[src/rtl/wb_sram_reader_if.sv]
// Wishbone classic slave bus bundle for wb_sram_reader; signal names match
// the original Caravel wrapper ports.
interface wb_sram_reader_if;
  logic        wbs_stb_i;
  logic        wbs_cyc_i;
  logic        wbs_we_i;
  logic [3:0]  wbs_sel_i;
  logic [31:0] wbs_dat_i;
  logic [31:0] wbs_adr_i;
  logic        wbs_ack_o;
  logic [31:0] wbs_dat_o;

  modport master (
    output wbs_stb_i, wbs_cyc_i, wbs_we_i, wbs_sel_i, wbs_dat_i, wbs_adr_i,
    input  wbs_ack_o, wbs_dat_o
  );

  modport slave (
    input  wbs_stb_i, wbs_cyc_i, wbs_we_i, wbs_sel_i, wbs_dat_i, wbs_adr_i,
    output wbs_ack_o, wbs_dat_o
  );
endinterface

[src/rtl/wb_sram_reader.sv]
// Read-only Wishbone window onto port 1 of the L1 tag/data SRAM macros.
// Optional read counter at region 3 is enabled by defining SRAM_READER_STATUS_EN.
module wb_sram_reader #(
  parameter logic [31:0] BASE_ADR = 32'h3000_0000,
  parameter int unsigned RD_WAIT  = 1
) (
  input  logic                   wb_clk_i,
  input  logic                   wb_rst_i,
  wb_sram_reader_if.slave        wbs,
  output logic [1:0]             tag_array_ext_ram_csb1,
  output logic [7:0]             tag_array_ext_ram_addr1,
  input  logic [31:0]            tag_array_ext_ram_dout1_0,
  input  logic [31:0]            tag_array_ext_ram_dout1_1,
  output logic [7:0]             data_arrays_0_0_ext_ram_csb1,
  output logic [8:0]             data_arrays_0_0_ext_ram_addr1,
  input  logic [63:0]            data_arrays_0_0_ext_ram_dout1_0,
  input  logic [63:0]            data_arrays_0_0_ext_ram_dout1_1,
  input  logic [63:0]            data_arrays_0_0_ext_ram_dout1_2,
  input  logic [63:0]            data_arrays_0_0_ext_ram_dout1_3
);

  typedef enum logic [1:0] {S_IDLE, S_SEL, S_WAIT, S_ACK} state_e;

  localparam logic [2:0] LAST = 3'(RD_WAIT - 1);

  state_e      state_q, state_d;
  logic [2:0]  cnt_q, cnt_d;
  logic        region_q, region_d;
  logic [1:0]  msel_q, msel_d;
  logic        hi_q, hi_d;
  logic [7:0]  tag_addr_q, tag_addr_d;
  logic [8:0]  data_addr_q, data_addr_d;
  logic [31:0] dat_q, dat_d;
  logic [31:0] rd_word;
  logic [63:0] data_word;
  logic [31:0] status_word;
  logic        match, accept, sram_rd, capture;
  logic        unused_ok;

  assign match   = (wbs.wbs_adr_i[31:16] == BASE_ADR[31:16]);
  assign accept  = (state_q == S_IDLE) && wbs.wbs_stb_i && wbs.wbs_cyc_i && match;
  assign sram_rd = !wbs.wbs_we_i && !wbs.wbs_adr_i[15];
  assign capture = (state_q == S_WAIT) && wbs.wbs_cyc_i && (cnt_q == LAST);
  assign unused_ok = ^{wbs.wbs_sel_i, wbs.wbs_dat_i, wbs.wbs_adr_i[1:0]};

`ifdef SRAM_READER_STATUS_EN
  logic [15:0] rd_count_q;
  logic        sram_q;

  // sram_q remembers whether the transaction now acking was a port-1 read
  always_ff @(posedge wb_clk_i) begin
    if (wb_rst_i) begin
      rd_count_q <= '0;
      sram_q     <= 1'b0;
    end else begin
      if (accept) sram_q <= sram_rd;
      if (accept && wbs.wbs_we_i && (wbs.wbs_adr_i[15:14] == 2'b11))
        rd_count_q <= '0;
      else if ((state_q == S_ACK) && sram_q)
        rd_count_q <= rd_count_q + 16'd1;
    end
  end
  assign status_word = {16'h0, rd_count_q};
`else
  assign status_word = '0;
`endif

  always_ff @(posedge wb_clk_i) begin
    if (wb_rst_i) state_q <= S_IDLE;
    else          state_q <= state_d;
  end

  always_comb begin
    state_d = state_q;
    unique case (state_q)
      S_IDLE: if (accept) state_d = sram_rd ? S_SEL : S_ACK;
      S_SEL:  state_d = wbs.wbs_cyc_i ? S_WAIT : S_IDLE;
      S_WAIT: begin
        if (!wbs.wbs_cyc_i) state_d = S_IDLE;
        else if (capture)   state_d = S_ACK;
      end
      S_ACK:  state_d = S_IDLE;
      default: state_d = S_IDLE;
    endcase
  end

  always_comb begin
    data_word = data_arrays_0_0_ext_ram_dout1_0;
    unique case (msel_q)
      2'd0: data_word = data_arrays_0_0_ext_ram_dout1_0;
      2'd1: data_word = data_arrays_0_0_ext_ram_dout1_1;
      2'd2: data_word = data_arrays_0_0_ext_ram_dout1_2;
      2'd3: data_word = data_arrays_0_0_ext_ram_dout1_3;
      default: data_word = data_arrays_0_0_ext_ram_dout1_0;
    endcase
    if (!region_q) rd_word = msel_q[0] ? tag_array_ext_ram_dout1_1 : tag_array_ext_ram_dout1_0;
    else           rd_word = hi_q ? data_word[63:32] : data_word[31:0];
  end

  always_comb begin
    cnt_d       = (state_q == S_WAIT) ? cnt_q + 3'd1 : '0;
    region_d    = region_q;
    msel_d      = msel_q;
    hi_d        = hi_q;
    tag_addr_d  = tag_addr_q;
    data_addr_d = data_addr_q;
    dat_d       = dat_q;
    if (accept) begin
      if (sram_rd) begin
        region_d = wbs.wbs_adr_i[14];
        if (!wbs.wbs_adr_i[14]) begin
          tag_addr_d = wbs.wbs_adr_i[9:2];
          msel_d     = {1'b0, wbs.wbs_adr_i[10]};
        end else begin
          data_addr_d = wbs.wbs_adr_i[11:3];
          msel_d      = wbs.wbs_adr_i[13:12];
          hi_d        = wbs.wbs_adr_i[2];
        end
      end else if (!wbs.wbs_we_i) begin
        dat_d = wbs.wbs_adr_i[14] ? status_word : '0;
      end
    end
    if (capture) dat_d = rd_word;
  end

  always_ff @(posedge wb_clk_i) begin
    if (wb_rst_i) begin
      cnt_q       <= '0;
      region_q    <= 1'b0;
      msel_q      <= '0;
      hi_q        <= 1'b0;
      tag_addr_q  <= '0;
      data_addr_q <= '0;
      dat_q       <= '0;
    end else begin
      cnt_q       <= cnt_d;
      region_q    <= region_d;
      msel_q      <= msel_d;
      hi_q        <= hi_d;
      tag_addr_q  <= tag_addr_d;
      data_addr_q <= data_addr_d;
      dat_q       <= dat_d;
    end
  end

  // Chip selects decode from the registered state, so they are glitch-free per cycle
  always_comb begin
    tag_array_ext_ram_csb1       = '1;
    data_arrays_0_0_ext_ram_csb1 = '1;
    if (state_q == S_SEL) begin
      if (!region_q) tag_array_ext_ram_csb1[msel_q[0]] = 1'b0;
      else           data_arrays_0_0_ext_ram_csb1[{1'b0, msel_q}] = 1'b0;
    end
  end

  assign tag_array_ext_ram_addr1       = tag_addr_q;
  assign data_arrays_0_0_ext_ram_addr1 = data_addr_q;
  assign wbs.wbs_ack_o                 = (state_q == S_ACK);
  assign wbs.wbs_dat_o                 = dat_q;

endmodule

[src/flat_wrapper.sv]
// flat-port wrapper written by rule: the top's interface ports become plain ports
module wb_sram_reader_flat 
#(
  parameter logic [31:0] BASE_ADR = 32'h3000_0000,
  parameter int unsigned RD_WAIT  = 1
)
  (wb_clk_i, wb_rst_i, tag_array_ext_ram_csb1, tag_array_ext_ram_addr1, tag_array_ext_ram_dout1_0, tag_array_ext_ram_dout1_1, data_arrays_0_0_ext_ram_csb1, data_arrays_0_0_ext_ram_addr1, data_arrays_0_0_ext_ram_dout1_0, data_arrays_0_0_ext_ram_dout1_1, data_arrays_0_0_ext_ram_dout1_2, data_arrays_0_0_ext_ram_dout1_3, wbs_wbs_stb_i, wbs_wbs_cyc_i, wbs_wbs_we_i, wbs_wbs_sel_i, wbs_wbs_dat_i, wbs_wbs_adr_i, wbs_wbs_ack_o, wbs_wbs_dat_o);
  wb_sram_reader_if wbs_i ();
  input  logic wb_clk_i;
  input  logic wb_rst_i;
  output logic [1:0] tag_array_ext_ram_csb1;
  output logic [7:0] tag_array_ext_ram_addr1;
  input  logic [31:0] tag_array_ext_ram_dout1_0;
  input  logic [31:0] tag_array_ext_ram_dout1_1;
  output logic [7:0] data_arrays_0_0_ext_ram_csb1;
  output logic [8:0] data_arrays_0_0_ext_ram_addr1;
  input  logic [63:0] data_arrays_0_0_ext_ram_dout1_0;
  input  logic [63:0] data_arrays_0_0_ext_ram_dout1_1;
  input  logic [63:0] data_arrays_0_0_ext_ram_dout1_2;
  input  logic [63:0] data_arrays_0_0_ext_ram_dout1_3;
  input wire logic [$bits(wbs_i.wbs_stb_i)-1:0] wbs_wbs_stb_i;
  input wire logic [$bits(wbs_i.wbs_cyc_i)-1:0] wbs_wbs_cyc_i;
  input wire logic [$bits(wbs_i.wbs_we_i)-1:0] wbs_wbs_we_i;
  input wire logic [$bits(wbs_i.wbs_sel_i)-1:0] wbs_wbs_sel_i;
  input wire logic [$bits(wbs_i.wbs_dat_i)-1:0] wbs_wbs_dat_i;
  input wire logic [$bits(wbs_i.wbs_adr_i)-1:0] wbs_wbs_adr_i;
  output wire logic [$bits(wbs_i.wbs_ack_o)-1:0] wbs_wbs_ack_o;
  output wire logic [$bits(wbs_i.wbs_dat_o)-1:0] wbs_wbs_dat_o;
  assign wbs_i.wbs_stb_i = wbs_wbs_stb_i;
  assign wbs_i.wbs_cyc_i = wbs_wbs_cyc_i;
  assign wbs_i.wbs_we_i = wbs_wbs_we_i;
  assign wbs_i.wbs_sel_i = wbs_wbs_sel_i;
  assign wbs_i.wbs_dat_i = wbs_wbs_dat_i;
  assign wbs_i.wbs_adr_i = wbs_wbs_adr_i;
  assign wbs_wbs_ack_o = wbs_i.wbs_ack_o;
  assign wbs_wbs_dat_o = wbs_i.wbs_dat_o;
  wb_sram_reader #(.BASE_ADR(BASE_ADR), .RD_WAIT(RD_WAIT)) u_core (.wb_clk_i(wb_clk_i), .wb_rst_i(wb_rst_i), .wbs(wbs_i), .tag_array_ext_ram_csb1(tag_array_ext_ram_csb1), .tag_array_ext_ram_addr1(tag_array_ext_ram_addr1), .tag_array_ext_ram_dout1_0(tag_array_ext_ram_dout1_0), .tag_array_ext_ram_dout1_1(tag_array_ext_ram_dout1_1), .data_arrays_0_0_ext_ram_csb1(data_arrays_0_0_ext_ram_csb1), .data_arrays_0_0_ext_ram_addr1(data_arrays_0_0_ext_ram_addr1), .data_arrays_0_0_ext_ram_dout1_0(data_arrays_0_0_ext_ram_dout1_0), .data_arrays_0_0_ext_ram_dout1_1(data_arrays_0_0_ext_ram_dout1_1), .data_arrays_0_0_ext_ram_dout1_2(data_arrays_0_0_ext_ram_dout1_2), .data_arrays_0_0_ext_ram_dout1_3(data_arrays_0_0_ext_ram_dout1_3));
endmodule
[config.mk]
export PLATFORM = sky130hd
export DESIGN_NAME = wb_sram_reader_flat
export DESIGN_NICKNAME = d
export VERILOG_FILES = /design/src/rtl/wb_sram_reader_if.sv /design/src/rtl/wb_sram_reader.sv /design/src/flat_wrapper.sv
export SDC_FILE = /design/constraint.sdc
export NUM_CORES = 1
export LEC_CHECK = 0
export ABC_AREA = 1
export BUFFER_PORTS_ARGS = -buffer_cell sky130_fd_sc_hd__buf_2
export CELL_PAD_IN_SITES_DETAIL_PLACEMENT = 1
export CELL_PAD_IN_SITES_GLOBAL_PLACEMENT = 1
export CORE_AREA = 8 8 170 172
export DETAILED_ROUTE_END_ITERATION = 12
export DIE_AREA = 0 0 178 180
export HOLD_SLACK_MARGIN = 0.15
export PLACE_DENSITY_LB_ADDON = 0.1
export SLEW_MARGIN = 15
export SYNTH_ARGS = -nofsm -noshare
export SYNTH_HDL_FRONTEND = slang
export SYNTH_SLANG_ARGS = --single-unit
[constraint.sdc]
create_clock -name wb_clk_i -period 1.6 [get_ports wb_clk_i]
set_input_delay 0.16 -clock wb_clk_i [delete_from_list [all_inputs] [get_ports wb_clk_i]]
set_output_delay 0.16 -clock wb_clk_i [all_outputs]
set_load 0.005 [all_outputs]
==> out/results.ini, run 1 <==
[critical_path]
reg2reg_from=u_core.msel_q[0]
cp_max_fo=7
cp_data_required_time_ps=1440
crit_start=u_core.msel_q[0]
rr_worst_depth=10
crit_type=flip-flop to primary output
end_kind=primary output
startpoint_type=flip-flop
critical_path.endpoint=data_arrays_0_0_ext_ram_csb1[0]
r2r_end=u_core.wbs.wbs_dat_o[21]
crit_arrival_ps=1400
rrSetupSlack_ps=50

[status]
status=completed

[floorplan]
row_count=60
coreArea_mm2=0.0264
dieWidth_um=178
initial_utilization_pct=18.8
ioPinCount=453
die_area_mm2=0.0320
fp.dieH_um=180

[pwr]
internal_power_w=0.00287
p_sw_share_pct=25.9
leakage_nw=3.81
comb_power_share_pct=17.5
ir_drop_mv=0.396
p_seq_share_pct=37.2
power_density_mw_per_mm2=449
p_total_w=0.00388
p_sw_w=0.00100
p_clk_share_pct=45.4

[flow_run]
maxCapViolations=0

[clock_network]
cts_tree=yes
htreeDepth=3
root_buffer=clkbuf_16
cts_inserted_buffers=9
clock_latency_ps=330
clockBufferDepth=2
clk_pin_slew_ps=50
clock-sinks=58

[yosys]
synth_cell_types=33
synth.yosys.seq_area_share_pct=23.5
async_flop_share_pct=0
synth_cells=827
synthTopCellsByArea=dfxtp_1 23%, nand3_1 18%, nand2_1 15%
synth_area_mm2=0.00495
yosysTopAreaCellShare_pct=23.5
synth-edff-count=0
ys_warn_count=0
ys_ff_latch=58
syn_avg_cell_area_um2=5.99
yosysTopAreaCell=dfxtp_1
synth_ff_type=dfxtp_1

[route]
routed_via_density=4.80
vias=7742
firstDrtPassIters=4
wl_um=36000
detail_route.iter0.violations=293
drc_errors=0
ant_nets=0
wl_per_cell_um=22.3

[grt]
overflow=0
grt_antenna_before_repair=10
grt_pass1_wl_um=49800
grt_max_degree=48
grt_usage_pct=20.1
grt_pass1_vias=8321

[sta]
skew_ps=7.52
drv_slew=0
fin_ws_ps=39.4
rsz0062_at_grt=yes
holdWs_ps=237
fmax_ghz=0.641
setup_viol=0
min_period_over_period_pct=97.5
period_minus_slack_ps=1560
hold_viol=0

[cells_and_area]
regArea_mm2=0.00117
drive_gt1_share_pct=43.9
multi_input_area_mm2=0.00335
final_area_mm2=0.00864
areaGrowthSynthToFinish_pct=74.6
fill_cells=3457
nNetsFinal=1654

[placed_design]
io_buffers=410
dpl_worst_slack_ps=-36.1
post_dp_cell_area_mm2=0.00758
dp_hpwl_um=27600
finalWeightedCongestion=0.850

[min_path]
hp-class=input port to flip-flop

==> Yosys cell counts, types with 2 or more instances <==
cell type  number
clkbuf_1       18
buf_2          27
nor2_2          2
o22ai_1        31
ha_1            2
buf_6           5
nor2_4          2
a21oi_1       117
nand4_1        64
nand3_1       181
o21ai_0         2
nand2_1       199
nor2_1         49
buf_4          30
buf_1           3
inv_1          19
dfxtp_1        58
inv_2           3
==> routing by layer <==
layer	vias to the layer above	GRT usage, %	wire length, µm
li1	3779	-	-
met5	-	0	23
met3	38	5.91	2700
met1	3640	22.1	14400
met4	4	5.97	697
met2	281	36.3	18200
==> cells in the final DEF (no fill, tap or decap), drive strengths merged, types with 2 or more instances in the layout <==
cell and instances:
dlygate4sd3 11, dfxtp 58, buf 479, o22ai 31, clkinv 4, ha 2
conb 4, or2 2, clkinvlp 3, nand3b 2, nand4 64, nand2 200
diode 10, a21oi 118, inv 21, nand3 182, nor2 53, o21ai 2
clkbuf 20
==> sequential cells by signal, indices dropped and copies added, names as in the netlist <==
name / cells
u_core.cnt_q: 3
u_core.data_arrays_0_0_ext_ram_addr1: 9
u_core.hi_q: 1
u_core.msel_q: 2
u_core.region_q: 1
u_core.state_q: 2
u_core.tag_array_ext_ram_addr1: 8
u_core.wbs.wbs_dat_o: 32
==> worst min path at each step <==
stage / to / cells past startpoint / startpoint / slack, ps
6_report: u_core.msel_q[0] / 4 / wbs_wbs_adr_i[12] / 240
5_1_grt: u_core.data_arrays_0_0_ext_ram_addr1[0] / 3 / wbs_wbs_adr_i[14] / 250
4_1_cts: u_core.msel_q[0] / 4 / wbs_wbs_adr_i[12] / 230
3_5_place_dp: u_core.cnt_q[0] / 1 / u_core.cnt_q[0] / 440
3_3_place_gp: u_core.cnt_q[0] / 1 / u_core.cnt_q[0] / 430
2_1_floorplan: u_core.msel_q[1] / 2 / wbs_wbs_adr_i[13] / 320
==> stage by stage <==
stage	utilization [%]	cells	TNS, ps
floorplan	-	830	0
global route	32.8	1612	-140
global placement	28.8	1550	-14.1
finish	32.8	1614	0
detailed placement	28.8	1550	-114
CTS	30.6	1579	0
==> cell families (layout without fill, tap and decap cells) <==
| kind of cell | count (synthesis) | after routing | synth area share (%) |
|---|---|---|---|
| AO/OA/AOI/OAI | 153 | 153 | 16.5 |
| XOR/XNOR | 1 | 1 | 0.177 |
| adder cells (fa/ha/maj) | 2 | 2 | 0.505 |
| buffers and inverters | 105 | 538 | 11.7 |
| flip-flops | 58 | 58 | 23.5 |
| multiplexers | 1 | 1 | 0.227 |
| other | 1 | 14 | 0.0758 |
| AND/OR/NAND/NOR | 506 | 506 | 47.4 |
==> power groups by stage <==
stage	sequential (W)	clock (W)	combinational (W)
after floorplan	0.00148	0	0.000135
after global placement	0.00148	0	0.000649
after detailed placement	0.00148	0	0.000652
after CTS	0.00144	0.00181	0.000679
after global routing	0.00144	0.00188	0.000747
final	0.00144	0.00176	0.000677
==> area by class of cell <==
type | count | share of cell area (%)
Multi-Input combinational cell | 667 | 38.8
Timing Repair Buffer | 501 | 38.2
Sequential cell | 58 | 13.5
Tap cell | 341 | 4.94
Clock buffer | 9 | 2.61
Inverter | 22 | 1.16
Clock inverter | 6 | 0.521
Antenna cell | 10 | 0.289
==> worst max-delay path: stages (launching register included) <==
cell and delay [ps]:
dfxtp_4 390, nor2_4 240, buf_12 150, buf_6 110, nand2_2 70, buf_6 120
==> what timing repair did <==
item	in CTS	in global routing
gates resized for setup	15	48
gates cloned	1	13
hold buffers	11	0
endpoints found under the setup margin	20	41
setup buffers	2	12
hold endpoints to repair	18	0
pin swaps	0	10
Power figures use the tool's default switching activity.
==> run 2, diff against run 1 <==
Settings changed: ABC_AREA 1 to not set, CORE_AREA 8 8 170 172 to 8 8 172 174, DIE_AREA 0 0 178 180 to 0 0 180 182.
Clock period 1.6 ns to 2 ns, I/O delays scaled along.
==> run 2 against run 1 <==
Register-to-register slack better by 70 ps. Worst setup slack improved by 76 ps. Synthesized area down 1.8%. Combinational power shrank 10%. Utilization down 3.8 points. Clock skew rose by 2.2 ps. Cell area decreased by 10%. Clock power about the same. Global-route usage fell by 4.4 points. Die area is 2.2% higher. Clock-buffer cell count unchanged. Sequential cell count stayed put.
==> out/results.ini, run 2 <==
[critical_path]
rrSetupSlack_ps=120  ; +70 ps
crit_arrival_ps=2110  ; +710 ps
startpoint_type=flip-flop
reg2reg_from=u_core.msel_q[0]
cp_max_fo=36  ; +29
cp_data_required_time_ps=2220  ; +780 ps
end_kind=flip-flop
crit_start=u_core.msel_q[0]
crit_type=flip-flop to flip-flop
critical_path.max_stage_delay_ps=390  ; about the same
rr_worst_depth=6  ; -4
cp_top_family=multiplexers
critPathBufInv=2  ; -1
critical_path.endpoint=u_core.wbs.wbs_dat_o[0]
crit_slowest_cell=dfxtp_4
critical_path_depth=6  ; +1
crit_chain=buf_12, buf_4, mux4_2, mux2i_1, nand2_1, a32o_1
r2r_end=u_core.wbs.wbs_dat_o[0]

[sta]
drv_slew=0  ; unchanged
skew_ps=9.76  ; +2.24 ps
final.setup.tns_ps=0  ; unchanged
setup_viol=0  ; unchanged
fin_ws_ps=116  ; +76.2 ps
tightest_slew_ps=814
min_period_over_period_pct=94.2
period_minus_slack_ps=1880
relSlewSlack_pct=45.7
hold_viol=0  ; unchanged
fmax_ghz=0.531
rsz0062_at_grt=no

[cells_and_area]
drive_gt1_share_pct=60.3  ; +16 points
fin_util_pct=29.0  ; -3.8 points
fill_cells=3153  ; -8.8%
largest_reg_flops=32  ; unchanged
areaGrowthSynthToFinish_pct=59.2
nNetsFinal=1254  ; -24%
layout_common_cells=410 x buf_2, 60 x mux4_2, 54 x dfxtp_1
final_common_cell=buf_2

[yosys]
synth.yosys.seq_area_share_pct=23.9  ; +0.42 points
synth_commonest_cells=60 x mux4_2, 58 x dfxtp_1, 41 x nand2_1
ys_warn_count=0  ; unchanged
synth_ff_type=dfxtp_1
synth_cell_types=40  ; +21%
synth-edff-count=0  ; unchanged
synth_cells=455  ; -45%
synthTopCellsByArea=mux4_2 28%, dfxtp_1 24%, mux2i_1 6.8%
syn_avg_cell_area_um2=10.7  ; +79%
yosys.cell_count.top_type=mux4_2
ys_ff_latch=58  ; unchanged
async_flop_share_pct=0  ; unchanged
synth_area_mm2=0.00486  ; -1.8%
yosysTopAreaCellShare_pct=27.8  ; +4.3 points
yosysTopAreaCell=mux4_2

[clock_network]
clockBufferDepth=2  ; unchanged
clock_latency_ps=340  ; about the same
root_buffer=clkbuf_16
cts_inserted_buffers=9  ; unchanged
htreeDepth=3  ; unchanged
clk_pin_slew_ps=60  ; about the same
cts_tree=yes
post-cts-setup-buffers=0  ; -2
clock-sinks=58  ; unchanged

[pwr]
comb_power_share_pct=17.3  ; -0.2 points
power_density_mw_per_mm2=453  ; +1.0%
ir_drop_mv=0.316  ; -20%
p_sw_w=0.000852  ; -15%
p_clk_share_pct=49.9  ; +4.5 points
p_seq_share_pct=32.9  ; -4.3 points
p_sw_share_pct=24.3  ; -1.6 points
p_total_w=0.00351  ; -9.6%
leakage_nw=3.42  ; -10%
internal_power_w=0.00265  ; -7.6%

[route]
wl_um=26700  ; -26%
firstDrtPassIters=4  ; unchanged
drc_errors=0  ; unchanged
wl_per_cell_um=22.1  ; -0.69%
routed_via_density=4.67  ; -2.7%
ant_nets=0  ; unchanged
vias=5628  ; -27%
detail_route.iter0.violations=200  ; -32%

[floorplan]
dieWidth_um=180  ; +1.1%
row_count=60  ; unchanged
coreArea_mm2=0.0267  ; +1.1%
die_area_mm2=0.0328  ; +2.2%
initial_utilization_pct=18.2  ; -0.54 points
ioPinCount=453  ; unchanged
fp.dieH_um=182  ; +1.1%

[grt]
overflow=0  ; unchanged
grt_antenna_before_repair=1  ; -9
grt_pass1_wl_um=40100  ; -19%
grt_usage_pct=15.7  ; -4.4 points
grt_max_degree=39  ; -19%
grt_pass1_vias=6435  ; -23%

[placed_design]
io_buffers=410  ; unchanged
finalWeightedCongestion=0.832  ; -2.0%
dpl_worst_slack_ps=78.3  ; +114 ps
dp_hpwl_um=22200  ; -20%

[flow_run]
maxCapViolations=0  ; unchanged

[min_path]
hp-class=input port to flip-flop

[status]
status=completed

## run 2: cell count changes in the layout (fill, tap and decap cells not counted), moves of 32 or more
cell     delta
mux2i_1    +33
a211o_1    +32
mux4_2     +60
nand3_1   -160
nand2_1   -139
nor2_1     -40
nand4_1    -63
a32o_1     +32
a21oi_1    -90
nor2b_1    +33
## run 2: worst min-delay path by stage
| stage | start | endpoint | slack (ps) | cells past startpoint |
|---|---|---|---|---|
| 2_1_floorplan | wb_rst_i | u_core.region_q | 270 | 1 |
| 3_3_place_gp | u_core.cnt_q[0] | u_core.cnt_q[0] | 430 | 1 |
| 3_5_place_dp | u_core.wbs.wbs_dat_o[1] | u_core.wbs.wbs_dat_o[1] | 450 | 1 |
| 4_1_cts | wbs_wbs_cyc_i | u_core.state_q[0] | 160 | 3 |
| 5_1_grt | wbs_wbs_cyc_i | u_core.state_q[0] | 180 | 3 |
| 6_report | wbs_wbs_cyc_i | u_core.state_q[0] | 180 | 3 |
## run 2: cell type report
class	instances	area [µm²]	area share, %
clock buffer	9	225	2.91
sequential	58	1170	15.1
tap	341	427	5.51
antenna	1	2.50	0.0323
multi-input combinational	342	3370	43.6
inverter	3	11.3	0.145
timing repair buffer	445	2430	31.4
clock inverter	7	103	1.33
## run 2: power by group through the flow
stage / Sequential, W / Combinational, W / Clock, W
2_1_floorplan: 0.00118 / 0.000203 / 0
3_3_place_gp: 0.00118 / 0.000577 / 0
3_5_place_dp: 0.00118 / 0.000597 / 0
4_1_cts: 0.00115 / 0.000617 / 0.00183
5_1_grt: 0.00115 / 0.000662 / 0.00188
6_report: 0.00115 / 0.000606 / 0.00175
## run 2: metal layers
metal / share of wire [%] / track usage, % / vias up
met1: 39 / 17.1 / 2736
met2: 52 / 29.2 / 248
li1: - / - / 2621
met5: 0 / 0 / -
met4: 1.7 / 4.43 / 0
met3: 7.0 / 4.69 / 23
## run 2: cell families (layout without fill, tap and decap cells)
logic type               after synthesis  in the layout  synth area share [%]
AND/OR/NAND/NOR                      127            127                  14.2
AO/OA/AOI/OAI                        111            111                  17.4
multiplexers                          97             97                  36.7
flip-flops                            58             58                  23.9
buffers and inverters                 58            464                  7.03
adder cells (fa/ha/maj)                2              2                 0.515
other                                  1              5                0.0771
XOR/XNOR                               1              1                 0.180
## run 2: tightest hold or removal path: stages
cell and delay (ps):
buf_2 140, nand2_1 60, a21boi_0 70
## run 2: what timing repair did
item | CTS | global route
gates resized for setup | 0 | 0
setup endpoints to repair | 0 | 0
endpoints found under the hold margin | 17 | 0
hold buffers | 10 | 0
## run 2: through the flow
step           area (µm²)  hold slack, ps  std cells
6_report             7740             180       1206
5_1_grt              7740             180       1206
4_1_cts              7740             164       1205
3_5_place_dp         7310             448       1179
3_3_place_gp         7310             426       1179
2_1_floorplan        4870             269        458
